$ cat src/rtl/eeprom_writer.sv
// -----------------------------------------------------------------------------
// eeprom_writer
//
// Programs a parallel EEPROM one word at a time. A loader hands over
// address/data pairs on a valid/ready stream. Each word goes through four
// steps:
//   1. Drive the bus with the address and data, then strobe N_WE.
//   2. Turn the data bus around.
//   3. Poll the device with N_OE reads until the MSB of the read value
//      matches the MSB that was written.
//   4. Compare the full word.
// A matching word produces a one-cycle DONE. A mismatch, or a write that
// never completes within MAX_POLLS reads, parks the block in a sticky error
// state. Only RST leaves that state.
//
// Ports
//   CLK, RST          clock, synchronous active-high reset
//   IN_VALID/READY    request handshake (IN_READY decoded from state)
//   IN_ADDR, IN_DATA  word to program, latched on the handshake
//   ADDR, DATA_OUT    EEPROM address and write data (registered)
//   DATA_OE           enable for the external tristate driving DATA_OUT
//   DATA_IN           EEPROM data bus readback
//   N_CE, N_OE, N_WE  EEPROM strobes, active-low (registered)
//   BUSY              not idle (decoded from state)
//   DONE              one-cycle pulse: word written and verified
//   ERR               sticky verify/timeout error
// -----------------------------------------------------------------------------
module eeprom_writer #(
  parameter int DEPTH        = 17,
  parameter int WIDTH        = 8,
  parameter int SETUP_CYCLES = 2,
  parameter int PULSE_CYCLES = 4,
  parameter int HOLD_CYCLES  = 2,
  parameter int READ_CYCLES  = 2,
  parameter int MAX_POLLS    = 4096
) (
  input  logic             CLK,
  input  logic             RST,
  input  logic             IN_VALID,
  output logic             IN_READY,
  input  logic [DEPTH-1:0] IN_ADDR,
  input  logic [WIDTH-1:0] IN_DATA,
  output logic [DEPTH-1:0] ADDR,
  output logic [WIDTH-1:0] DATA_OUT,
  output logic             DATA_OE,
  input  logic [WIDTH-1:0] DATA_IN,
  output logic             N_CE,
  output logic             N_OE,
  output logic             N_WE,
  output logic             BUSY,
  output logic             DONE,
  output logic             ERR
);

  // One shared phase counter serves every timed state, so it is sized for
  // the longest phase. It counts 0 .. N-1 within a phase.
  localparam int MAX_SP    = (SETUP_CYCLES > PULSE_CYCLES) ? SETUP_CYCLES : PULSE_CYCLES;
  localparam int MAX_HR    = (HOLD_CYCLES > READ_CYCLES) ? HOLD_CYCLES : READ_CYCLES;
  localparam int MAX_PHASE = (MAX_SP > MAX_HR) ? MAX_SP : MAX_HR;
  localparam int CYC_W     = (MAX_PHASE > 1) ? $clog2(MAX_PHASE) : 1;
  localparam int POLL_W    = $clog2(MAX_POLLS + 1);

  localparam logic [CYC_W-1:0]  CYC_ONE     = CYC_W'(1);
  localparam logic [CYC_W-1:0]  SETUP_LAST  = CYC_W'(SETUP_CYCLES - 1);
  localparam logic [CYC_W-1:0]  PULSE_LAST  = CYC_W'(PULSE_CYCLES - 1);
  localparam logic [CYC_W-1:0]  HOLD_LAST   = CYC_W'(HOLD_CYCLES - 1);
  localparam logic [CYC_W-1:0]  READ_LAST   = CYC_W'(READ_CYCLES - 1);
  localparam logic [POLL_W-1:0] POLL_ONE    = POLL_W'(1);
  localparam logic [POLL_W-1:0] MAX_POLLS_V = POLL_W'(MAX_POLLS);

  typedef enum logic [3:0] {
    S_IDLE,
    S_SETUP,
    S_PULSE,
    S_HOLD,
    S_TURN,
    S_POLL_RD,
    S_POLL_GAP,
    S_FIN,
    S_FAIL
  } state_t;

  state_t            state_q, state_d;
  logic [CYC_W-1:0]  cyc_cnt_q, cyc_cnt_d;
  logic [POLL_W-1:0] poll_cnt_q, poll_cnt_d;
  logic [POLL_W-1:0] poll_inc;
  logic [DEPTH-1:0]  addr_q, addr_d;
  logic [WIDTH-1:0]  data_q, data_d;
  logic              n_ce_q, n_ce_d;
  logic              n_oe_q, n_oe_d;
  logic              n_we_q, n_we_d;
  logic              data_oe_q, data_oe_d;
  logic              done_q, done_d;
  logic              err_q, err_d;

  // Gate with RST so that no request is taken while reset is held,
  // including the first reset cycle, before the state register is known.
  assign IN_READY = (state_q == S_IDLE) && !RST;
  assign BUSY     = (state_q != S_IDLE);

  // ---------------------------------------------------------------------------
  // Next-state logic
  // ---------------------------------------------------------------------------
  always_comb begin
    // NOTE: every signal written here gets a default first, so that no path
    // through the case leaves one unassigned and infers a latch.
    state_d    = state_q;
    cyc_cnt_d  = '0;
    poll_cnt_d = poll_cnt_q;
    addr_d     = addr_q;
    data_d     = data_q;
    poll_inc   = (&poll_cnt_q) ? poll_cnt_q : poll_cnt_q + POLL_ONE;

    case (state_q)
      S_IDLE: begin
        if (IN_VALID && IN_READY) begin
          addr_d     = IN_ADDR;
          data_d     = IN_DATA;
          poll_cnt_d = '0;
          state_d    = S_SETUP;
        end
      end

      S_SETUP: begin
        if (cyc_cnt_q == SETUP_LAST) state_d = S_PULSE;
        else                         cyc_cnt_d = cyc_cnt_q + CYC_ONE;
      end

      S_PULSE: begin
        if (cyc_cnt_q == PULSE_LAST) state_d = S_HOLD;
        else                         cyc_cnt_d = cyc_cnt_q + CYC_ONE;
      end

      S_HOLD: begin
        if (cyc_cnt_q == HOLD_LAST) state_d = S_TURN;
        else                        cyc_cnt_d = cyc_cnt_q + CYC_ONE;
      end

      S_TURN: state_d = S_POLL_RD;

      S_POLL_RD: begin
        if (cyc_cnt_q == READ_LAST) begin
          // DATA_IN is taken on the edge that ends the last read cycle.
          // While the device is still busy, it returns the complement of the
          // written MSB. Once the MSBs agree, the write has finished, and the
          // full word either matches or it does not.
          poll_cnt_d = poll_inc;
          if (DATA_IN[WIDTH-1] != data_q[WIDTH-1]) begin
            state_d = (poll_inc == MAX_POLLS_V) ? S_FAIL : S_POLL_GAP;
          end else if (DATA_IN == data_q) begin
            state_d = S_FIN;
          end else begin
            state_d = S_FAIL;
          end
        end else begin
          cyc_cnt_d = cyc_cnt_q + CYC_ONE;
        end
      end

      S_POLL_GAP: state_d = S_POLL_RD;

      S_FIN: state_d = S_IDLE;

      S_FAIL: state_d = S_FAIL;

      default: state_d = S_IDLE;
    endcase
  end

  // ---------------------------------------------------------------------------
  // Output decode. The strobes are a function of the state being entered, so
  // the registered pins line up with the state register without a cycle of
  // lag. As a result, N_WE can be low only in PULSE, and DATA_OE and N_OE
  // can never be active together.
  // ---------------------------------------------------------------------------
  always_comb begin
    n_ce_d    = 1'b1;
    n_oe_d    = 1'b1;
    n_we_d    = 1'b1;
    data_oe_d = 1'b0;
    done_d    = 1'b0;
    err_d     = 1'b0;

    case (state_d)
      S_SETUP, S_HOLD: begin
        n_ce_d    = 1'b0;
        data_oe_d = 1'b1;
      end
      S_PULSE: begin
        n_ce_d    = 1'b0;
        n_we_d    = 1'b0;
        data_oe_d = 1'b1;
      end
      S_TURN, S_POLL_GAP: n_ce_d = 1'b0;
      S_POLL_RD: begin
        n_ce_d = 1'b0;
        n_oe_d = 1'b0;
      end
      S_FIN:   done_d = 1'b1;
      S_FAIL:  err_d  = 1'b1;
      default: ;
    endcase
  end

  // ---------------------------------------------------------------------------
  // Registers. ADDR and DATA_OUT come straight from the latched request. They
  // therefore stay put from the first SETUP cycle until the next handshake.
  // ---------------------------------------------------------------------------
  always_ff @(posedge CLK) begin
    // NOTE: sequential state is updated with non-blocking assignments only,
    // so every flop samples the pre-edge values of its neighbours.
    if (RST) begin
      state_q    <= S_IDLE;
      cyc_cnt_q  <= '0;
      poll_cnt_q <= '0;
      addr_q     <= '0;
      data_q     <= '0;
      n_ce_q     <= 1'b1;
      n_oe_q     <= 1'b1;
      n_we_q     <= 1'b1;
      data_oe_q  <= 1'b0;
      done_q     <= 1'b0;
      err_q      <= 1'b0;
    end else begin
      state_q    <= state_d;
      cyc_cnt_q  <= cyc_cnt_d;
      poll_cnt_q <= poll_cnt_d;
      addr_q     <= addr_d;
      data_q     <= data_d;
      n_ce_q     <= n_ce_d;
      n_oe_q     <= n_oe_d;
      n_we_q     <= n_we_d;
      data_oe_q  <= data_oe_d;
      done_q     <= done_d;
      err_q      <= err_d;
    end
  end

  assign ADDR     = addr_q;
  assign DATA_OUT = data_q;
  assign DATA_OE  = data_oe_q;
  assign N_CE     = n_ce_q;
  assign N_OE     = n_oe_q;
  assign N_WE     = n_we_q;
  assign DONE     = done_q;
  assign ERR      = err_q;

endmodule

$ cat config.mk
export PLATFORM = sky130hd
export DESIGN_NAME = eeprom_writer
export DESIGN_NICKNAME = d
export VERILOG_FILES = /design/src/rtl/eeprom_writer.sv
export SDC_FILE = /design/constraint.sdc
export NUM_CORES = 1
export LEC_CHECK = 0
export CORE_UTILIZATION = 49
export DETAILED_ROUTE_END_ITERATION = 10
export PLACE_DENSITY = 0.79
export SYNTH_ARGS = -nofsm -noshare
export SYNTH_HDL_FRONTEND = slang
export SYNTH_SLANG_ARGS = --single-unit
$ cat constraint.sdc
create_clock -name CLK -period 2.61 [get_ports CLK]
set_input_delay 0.261 -clock CLK [delete_from_list [all_inputs] [get_ports CLK]]
set_output_delay 0.261 -clock CLK [all_outputs]
set_load 0.05 [all_outputs]
==> results of run 1 <==
[flip-flops by register name (all words and copies together), names as in the netlist]
register / cells
DONE: 1
ADDR: 17
state_q: 4
N_WE: 1
ERR: 1
N_CE: 1
N_OE: 1
poll_cnt_q: 13
cyc_cnt_q: 2
DATA_OUT: 8
DATA_OE: 1
[kinds of logic after synthesis]
group | Yosys count | share of synthesized area
AO/OA/AOI/OAI | 85 | 0.210
XOR/XNOR | 11 | 0.0367
adder cells (fa/ha/maj) | 4 | 0.0190
buffers and inverters | 30 | 0.0467
flip-flops | 50 | 0.381
multiplexers | 1 | 0.00571
AND/OR/NAND/NOR | 152 | 0.301
[placed cells by master (no fill, tap or decap), types with 4 or more instances in the layout]
master / count
sky130_fd_sc_hd__clkbuf_8: 5
sky130_fd_sc_hd__dfxtp_1: 50
sky130_fd_sc_hd__a211oi_1: 6
sky130_fd_sc_hd__a21oi_1: 12
sky130_fd_sc_hd__nand2b_1: 30
sky130_fd_sc_hd__clkdlybuf4s50_1: 67
sky130_fd_sc_hd__o2111ai_1: 4
sky130_fd_sc_hd__xor2_1: 9
sky130_fd_sc_hd__nand2_1: 49
sky130_fd_sc_hd__nor3_1: 5
sky130_fd_sc_hd__nor2_1: 33
sky130_fd_sc_hd__inv_1: 7
sky130_fd_sc_hd__ha_1: 4
sky130_fd_sc_hd__o21ai_0: 31
sky130_fd_sc_hd__a311oi_1: 6
sky130_fd_sc_hd__nand3_1: 10
sky130_fd_sc_hd__a31oi_1: 4
[worst max-delay path: cells and delay by family (launching register included)]
| kind | cells | cell delay [ns] |
|---|---|---|
| DFF | 1 | 0.61 |
| AOI/OAI and AO/OA | 3 | 0.55 |
| and+or+nand+nor | 4 | 1.13 |
[cell type report]
| type | count | area share |
|---|---|---|
| clock buffer | 6 | 0.0211 |
| clock inverter | 2 | 0.0109 |
| inverter | 7 | 0.00763 |
| multi-input combinational | 253 | 0.437 |
| sequential | 50 | 0.291 |
| tap | 70 | 0.0254 |
| timing repair buffer | 71 | 0.207 |
[power groups by stage]
stage | Sequential, mW | Clock (mW) | Combinational (mW)
after global routing | 1.00 | 0.592 | 1.19
after floorplan | 1.35 | 0 | 0.382
after global placement | 0.997 | 0 | 1.11
after CTS | 0.984 | 0.567 | 1.13
after detailed placement | 0.999 | 0 | 1.12
final | 0.983 | 0.555 | 1.13
[routing by layer]
metal	wire, um	GRT usage	vias to the layer above
li1	-	-	1276
met2	3110	0.418	102
met3	599	0.0803	4
met1	2910	0.325	1154
met5	0	0	-
met4	46	0.0617	0
[metrics by stage]
| step | total power [mW] | hold WS (ns) | utilization |
|---|---|---|---|
| 4_1_cts | 2.68 | 0.481 | 0.670 |
| 6_report | 2.66 | 0.475 | 0.670 |
| 2_1_floorplan | 1.73 | 0.370 | - |
| 5_1_grt | 2.78 | 0.494 | 0.670 |
| 3_3_place_gp | 2.11 | 0.459 | 0.648 |
| 3_5_place_dp | 2.12 | 0.463 | 0.648 |
[worst paths after layout]
check / startpoint / to / slack [ns] / depth (start not counted)
min: ADDR[12]$_SDFFE_PP0P_ / ADDR[12]$_SDFFE_PP0P_ / 0.48 / 2
max: poll_cnt_q[4]$_SDFFE_PP0P_ / DONE$_SDFF_PP0_ / 0.22 / 7
max reg2reg: poll_cnt_q[4]$_SDFFE_PP0P_ / DONE$_SDFF_PP0_ / 0.22 / 7
min reg2reg: ADDR[12]$_SDFFE_PP0P_ / ADDR[12]$_SDFFE_PP0P_ / 0.48 / 2
==> flow_summary.rst, run 1 <==
.. list-table::
   :header-rows: 1

   * - Metric
     - Value
   * - Cts-stage hold buffer count
     - 0
   * - Post-DR wirelength/cell
     - 14.5 um
   * - P_sw
     - 1.10 mW
   * - Total via count in the routed design
     - 2536
   * - Leading post-synthesis cells by cell area
     - sky130_fd_sc_hd__dfxtp_1, sky130_fd_sc_hd__nand2b_1, sky130_fd_sc_hd__nand2_1
   * - Sw Share
     - 0.412
   * - Sequential cell area
     - 1000 um^2
   * - Register area share after synthesis
     - 0.381
   * - Fraction of synthesized cell area taken by the top area cell type
     - 0.381
   * - Worst stage delay on the critical path
     - 0.61 ns
   * - Ratio of routed vias to standard cells
     - 5.53
   * - Highest clock rate
     - 0.419 GHz
   * - Ys flop type
     - sky130_fd_sc_hd__dfxtp_1
   * - Std cell rows
     - 26
   * - Number of flip-flops and latches in the synthesized netlist
     - 50
   * - Cell chain of the critical path
     - nand4_4, or3_1, a31oi_1, a21oi_1, and4bb_4, o31a_1, nor4_2
   * - Clock tree sinks
     - 50
   * - Clock share of power
     - 0.208
   * - Fraction of the cycle the final worst path needs
     - 0.914
   * - Total global routing track utilization
     - 0.254
   * - Final Hold Viols
     - 0
   * - Area added between synthesis and finish
     - 31.0%
   * - Final setup margin
     - 0.224 ns
   * - CTS buffer count
     - 5
   * - EDFF count, synth
     - 0
   * - Internal power summed over all cells
     - 1.57 mW
   * - Overall routed net length
     - 6660 um
   * - Floorplan Core Area
     - 5140 um^2
   * - Worst min-delay path category
     - flip-flop to flip-flop
   * - Cell at the slowest stage of the critical path
     - sky130_fd_sc_hd__dfxtp_1
   * - Minimum clock period
     - 2.39 ns
   * - DRC violations left
     - 0
   * - Combined area of all synthesized cells
     - 2630 um^2
   * - Type of element capturing the critical path
     - flip-flop
   * - Nature of the critical path startpoint
     - flip-flop
   * - Initial DRC count
     - 234
   * - Power per unit of standard cell area
     - 774 nW/um^2
   * - H-Tree Level Count
     - 2
   * - Status
     - finished, final reports clean
   * - Number of global-route vias before repair
     - 2388
   * - Total half-perimeter wirelength after legalization and detailed placement
     - 4740 um
   * - Maximum number of pins on one net before global-route repair
     - 51
   * - Mean instance size in the synthesized netlist
     - 7.89 um^2
   * - Root buffer cell
     - sky130_fd_sc_hd__clkbuf_8
   * - Wire length of the first global-routing pass
     - 11000 um
   * - Last weighted congestion value of the routability-driven placer
     - 0.943
   * - Design Area, Final
     - 3440 um^2
   * - Worst Path Required
     - 2.83 ns
   * - # diodes
     - 0
   * - Quantity of I/O buffers inserted on ports
     - 68
   * - Post-detailed-placement cell area
     - 3330 um^2
   * - Setup-failing EPs final
     - 0
   * - Syn nets
     - 373
   * - Async set-or-reset flop fraction in the synthesized netlist
     - 0
   * - WP data arrival
     - 2.61 ns
   * - Clock tree from TritonCTS
     - done
   * - Area of the die
     - 5660 um^2
   * - Number of non-filler instances in the completed layout
     - 459
   * - Post-layout net count
     - 428
   * - Top post-synthesis cells by count
     - sky130_fd_sc_hd__dfxtp_1, sky130_fd_sc_hd__nand2_1, sky130_fd_sc_hd__nor2_1
   * - Worst slack after detailed placement
     - 0.188 ns
   * - Top-count cell post-synth
     - sky130_fd_sc_hd__dfxtp_1
   * - Die Ht
     - 75.2 um
   * - Number of max-slew violations in the final report
     - 0
   * - Share of cells above drive strength 1
     - 0.0617
   * - Leakage power
     - 1.22 nW
   * - I/O pin cnt
     - 69
   * - Clock tree skew after final layout
     - 0.00451 ns
   * - Effective utilization at floorplan
     - 0.511
   * - Max-capacitance violation count
     - 0
   * - Worst-skew pair later-pin latency
     - 0.30 ns
   * - Placed insts
     - 451
   * - Slew Limit Headroom
     - 0.574
   * - Multi-input combinational cell area
     - 1500 um^2
   * - Yosys warns
     - 0
   * - Worst-path fanout max
     - 13
   * - Fillers
     - 457
   * - Maximum resistive drop on vdd
     - 0.553 mV
   * - Number of distinct library cells after synthesis
     - 50
   * - Clock slew at the register clock pins of the worst setup and hold paths
     - 0.10 ns
   * - Post CTS Setup Buffer Count
     - 0
   * - Detailed Routing Iterations Pass 1
     - 4
   * - Dominant cell type by area after synthesis
     - sky130_fd_sc_hd__dfxtp_1
   * - Maximum clock insertion buffer count
     - 2
   * - Die width
     - 75.2 um
   * - Path type of the worst setup path
     - flip-flop to flip-flop
   * - Gate count after technology mapping
     - 333
   * - Initial antenna violation count
     - 0
   * - RSZ-0062 raised after global routing
     - false
   * - Combinational cell fraction of total power
     - 0.423
   * - Transition time at the pin with the least slew margin
     - 0.634 ns
   * - Part of the total power dissipated in sequential elements
     - 0.369
   * - GRT Residual Overflow
     - 0
   * - Post-route setup TNS
     - 0 ns
   * - Number of nets still failing antenna checks after routing
     - 0
   * - Quantity of gates resized following cts
     - 0
(Power assumes the default switching activity.)
==> run 2, diff against run 1 <==
- MAX_ROUTING_LAYER: default -> met4
- clock period: 2.61 -> 2.3 ns (I/O delays scaled with it)
==> run 2 against run 1 <==
  * Power increased by 22%
  * Clock skew increased by 0.0053 ns
  * Final area increased by 7.3%
==> flow_summary.rst, run 2 (synthesized netlist as in run 1, its figures left out) <==
.. list-table::
   :header-rows: 1

   * - Metric
     - Value
   * - Status
     - finished, final reports clean
   * - Clock tree from TritonCTS
     - done
   * - P_sw
     - 1.28 mW
   * - Last weighted congestion value of the routability-driven placer
     - 0.891
   * - Internal power summed over all cells
     - 1.98 mW
   * - Power per unit of standard cell area
     - 881 nW/um^2
   * - Quantity of I/O buffers inserted on ports
     - 68
   * - DRC violations left
     - 0
   * - Total half-perimeter wirelength after legalization and detailed placement
     - 5080 um
   * - Floorplan Core Area
     - 5140 um^2
   * - Largest register FFs
     - 17
   * - I/O pin cnt
     - 69
   * - Worst min-delay path category
     - input port to flip-flop
   * - Fillers
     - 461
   * - CP Launch Point
     - poll_cnt_q[0]$_SDFFE_PP0P_
   * - Wire length of the first global-routing pass
     - 11600 um
   * - Number of max-slew violations in the final report
     - 0
   * - Share of cells above drive strength 1
     - 0.141
   * - Area added between synthesis and finish
     - 40.6%
   * - Maximum number of pins on one net before global-route repair
     - 48
   * - Worst-path fanout max
     - 5
   * - Max-capacitance violation count
     - 0
   * - Number of non-filler instances in the completed layout
     - 480
   * - Maximum resistive drop on vdd
     - 0.575 mV
   * - # diodes
     - 0
   * - Clock slew at the register clock pins of the worst setup and hold paths
     - 0.10 ns
   * - WHS
     - 0.471 ns
   * - Worst slack after detailed placement
     - -0.00675 ns
   * - Placed insts
     - 472
   * - Leakage power
     - 1.35 nW
   * - Effective utilization at floorplan
     - 0.511
   * - H-Tree Level Count
     - 2
   * - Clock tree sinks
     - 50
   * - Highest clock rate
     - 0.449 GHz
   * - Number of nets still failing antenna checks after routing
     - 0
   * - Root buffer cell
     - sky130_fd_sc_hd__clkbuf_8
   * - Std cell rows
     - 26
   * - Area of the die
     - 5660 um^2
   * - Total global routing track utilization
     - 0.280
   * - Die Ht
     - 75.2 um
   * - WP data arrival
     - 2.46 ns
   * - Overall routed net length
     - 7230 um
   * - Clock share of power
     - 0.238
   * - Detailed Routing Iterations Pass 1
     - 4
   * - Final Hold Viols
     - 0
   * - Post-Route Utilization
     - 0.719
   * - Combinational cell fraction of total power
     - 0.425
   * - Reg-to-Reg Start
     - poll_cnt_q[0]$_SDFFE_PP0P_
   * - Sw Share
     - 0.393
   * - Transition time at the pin with the least slew margin
     - 0.528 ns
   * - CTS buffer count
     - 5
   * - Initial DRC count
     - 251
   * - Nature of the critical path startpoint
     - flip-flop
   * - Slew Limit Headroom
     - 0.645
   * - Worst Path Required
     - 2.54 ns
   * - Post-layout net count
     - 449
   * - Fraction of the cycle the final worst path needs
     - 0.969
   * - Maximum clock insertion buffer count
     - 2
   * - Hold Path Origin
     - IN_ADDR[5]
   * - Most frequent standard cell in the layout excluding fill and tap cells
     - sky130_fd_sc_hd__clkdlybuf4s50_1
   * - Worst-skew pair later-pin latency
     - 0.31 ns
   * - GRT Residual Overflow
     - 0
   * - Cts-stage hold buffer count
     - 0
   * - Die width
     - 75.2 um
   * - Commonest cells after routing, fill and taps aside
     - sky130_fd_sc_hd__clkdlybuf4s50_1, sky130_fd_sc_hd__nand2_1, sky130_fd_sc_hd__dfxtp_1
   * - Clock tree skew after final layout
     - 0.00984 ns
   * - Minimum clock period
     - 2.23 ns
   * - Post-route setup TNS
     - 0 ns
   * - Number of global-route vias before repair
     - 2437
   * - Path type of the worst setup path
     - flip-flop to flip-flop
   * - Post-DR wirelength/cell
     - 15.1 um
   * - Setup-failing EPs final
     - 0
   * - Final setup margin
     - 0.0711 ns
   * - Ratio of routed vias to standard cells
     - 5.57
   * - Type of element capturing the critical path
     - flip-flop
   * - Initial antenna violation count
     - 0
   * - Total via count in the routed design
     - 2674
   * - Part of the total power dissipated in sequential elements
     - 0.336
[run 2: cell types whose count changed in the layout (fill, tap and decap cells not counted), sizes merged]
cell      previous run  this run
bufinv               1         2
buf                  4        25
clkinvlp             1         0
[run 2: cell type report]
| cell class | instances | area, um^2 | area share |
|---|---|---|---|
| Clock buffer | 6 | 82.6 | 0.0224 |
| Inverter | 7 | 26.3 | 0.00711 |
| Timing Repair Buffer | 92 | 871 | 0.236 |
| Sequential cell | 50 | 1010 | 0.273 |
| Multi-Input combinational cell | 253 | 1560 | 0.422 |
| Tap cell | 70 | 87.6 | 0.0237 |
| Clock inverter | 2 | 60.1 | 0.0163 |
[run 2: what timing repair did]
item | 4_1_cts | 5_1_grt
hold endpoints to repair | 0 | 0
endpoints found under the setup margin | 1 | 9
buffers inserted | 0 | 0
resized for setup | 2 | 13
pin swaps | 0 | 3
cloned | 0 | 0
[run 2: worst paths after layout]
check | to | slack, ns | depth (start not counted)
worst max-delay path | ERR$_SDFF_PP0_ | 0.07 | 8
worst min-delay path | ADDR[5]$_SDFFE_PP0P_ | 0.47 | 3
worst max register to register | ERR$_SDFF_PP0_ | 0.07 | 8
worst min register to register | ADDR[5]$_SDFFE_PP0P_ | 0.48 | 2
[run 2: through the flow]
step	power, mW	cell area (um^2)
3_3_place_gp	2.46	3490
6_report	3.25	3690
5_1_grt	3.41	3690
3_5_place_dp	2.48	3490
4_1_cts	3.25	3640
2_1_floorplan	1.96	2630
[run 2: worst max-delay path: stages, from the launching register on]
cell and delay [ns]:
sky130_fd_sc_hd__dfxtp_2 0.37, sky130_fd_sc_hd__ha_2 0.28, sky130_fd_sc_hd__or2_2 0.30, sky130_fd_sc_hd__a2111oi_4 0.28
sky130_fd_sc_hd__a31oi_1 0.07, sky130_fd_sc_hd__a21oi_1 0.16, sky130_fd_sc_hd__and4bb_4 0.31, sky130_fd_sc_hd__o2111ai_4 0.14
sky130_fd_sc_hd__a211oi_2 0.24
[run 2: power by group through the flow]
stage	logic (mW)	registers (mW)	clock network, mW
4_1_cts	1.37	1.10	0.783
6_report	1.38	1.09	0.775
2_1_floorplan	0.434	1.53	0
3_3_place_gp	1.35	1.11	0
3_5_place_dp	1.36	1.11	0
5_1_grt	1.47	1.11	0.829
[run 2: metal layers]
metal | up-vias | part of all wire | wire length (um) | track usage
met5 | - | 0 | 0 | -
met4 | 0 | 0.019 | 136 | 0.0967
met3 | 13 | 0.081 | 582 | 0.0857
met2 | 104 | 0.45 | 3280 | 0.411
met1 | 1239 | 0.45 | 3230 | 0.365
li1 | 1318 | - | - | -
==> run 3, diff against run 2 <==
- HOLD_SLACK_MARGIN: default -> 0.15
==> results of run 3 <==
The final DEF is identical to that of run 2; final timing and power are the same.
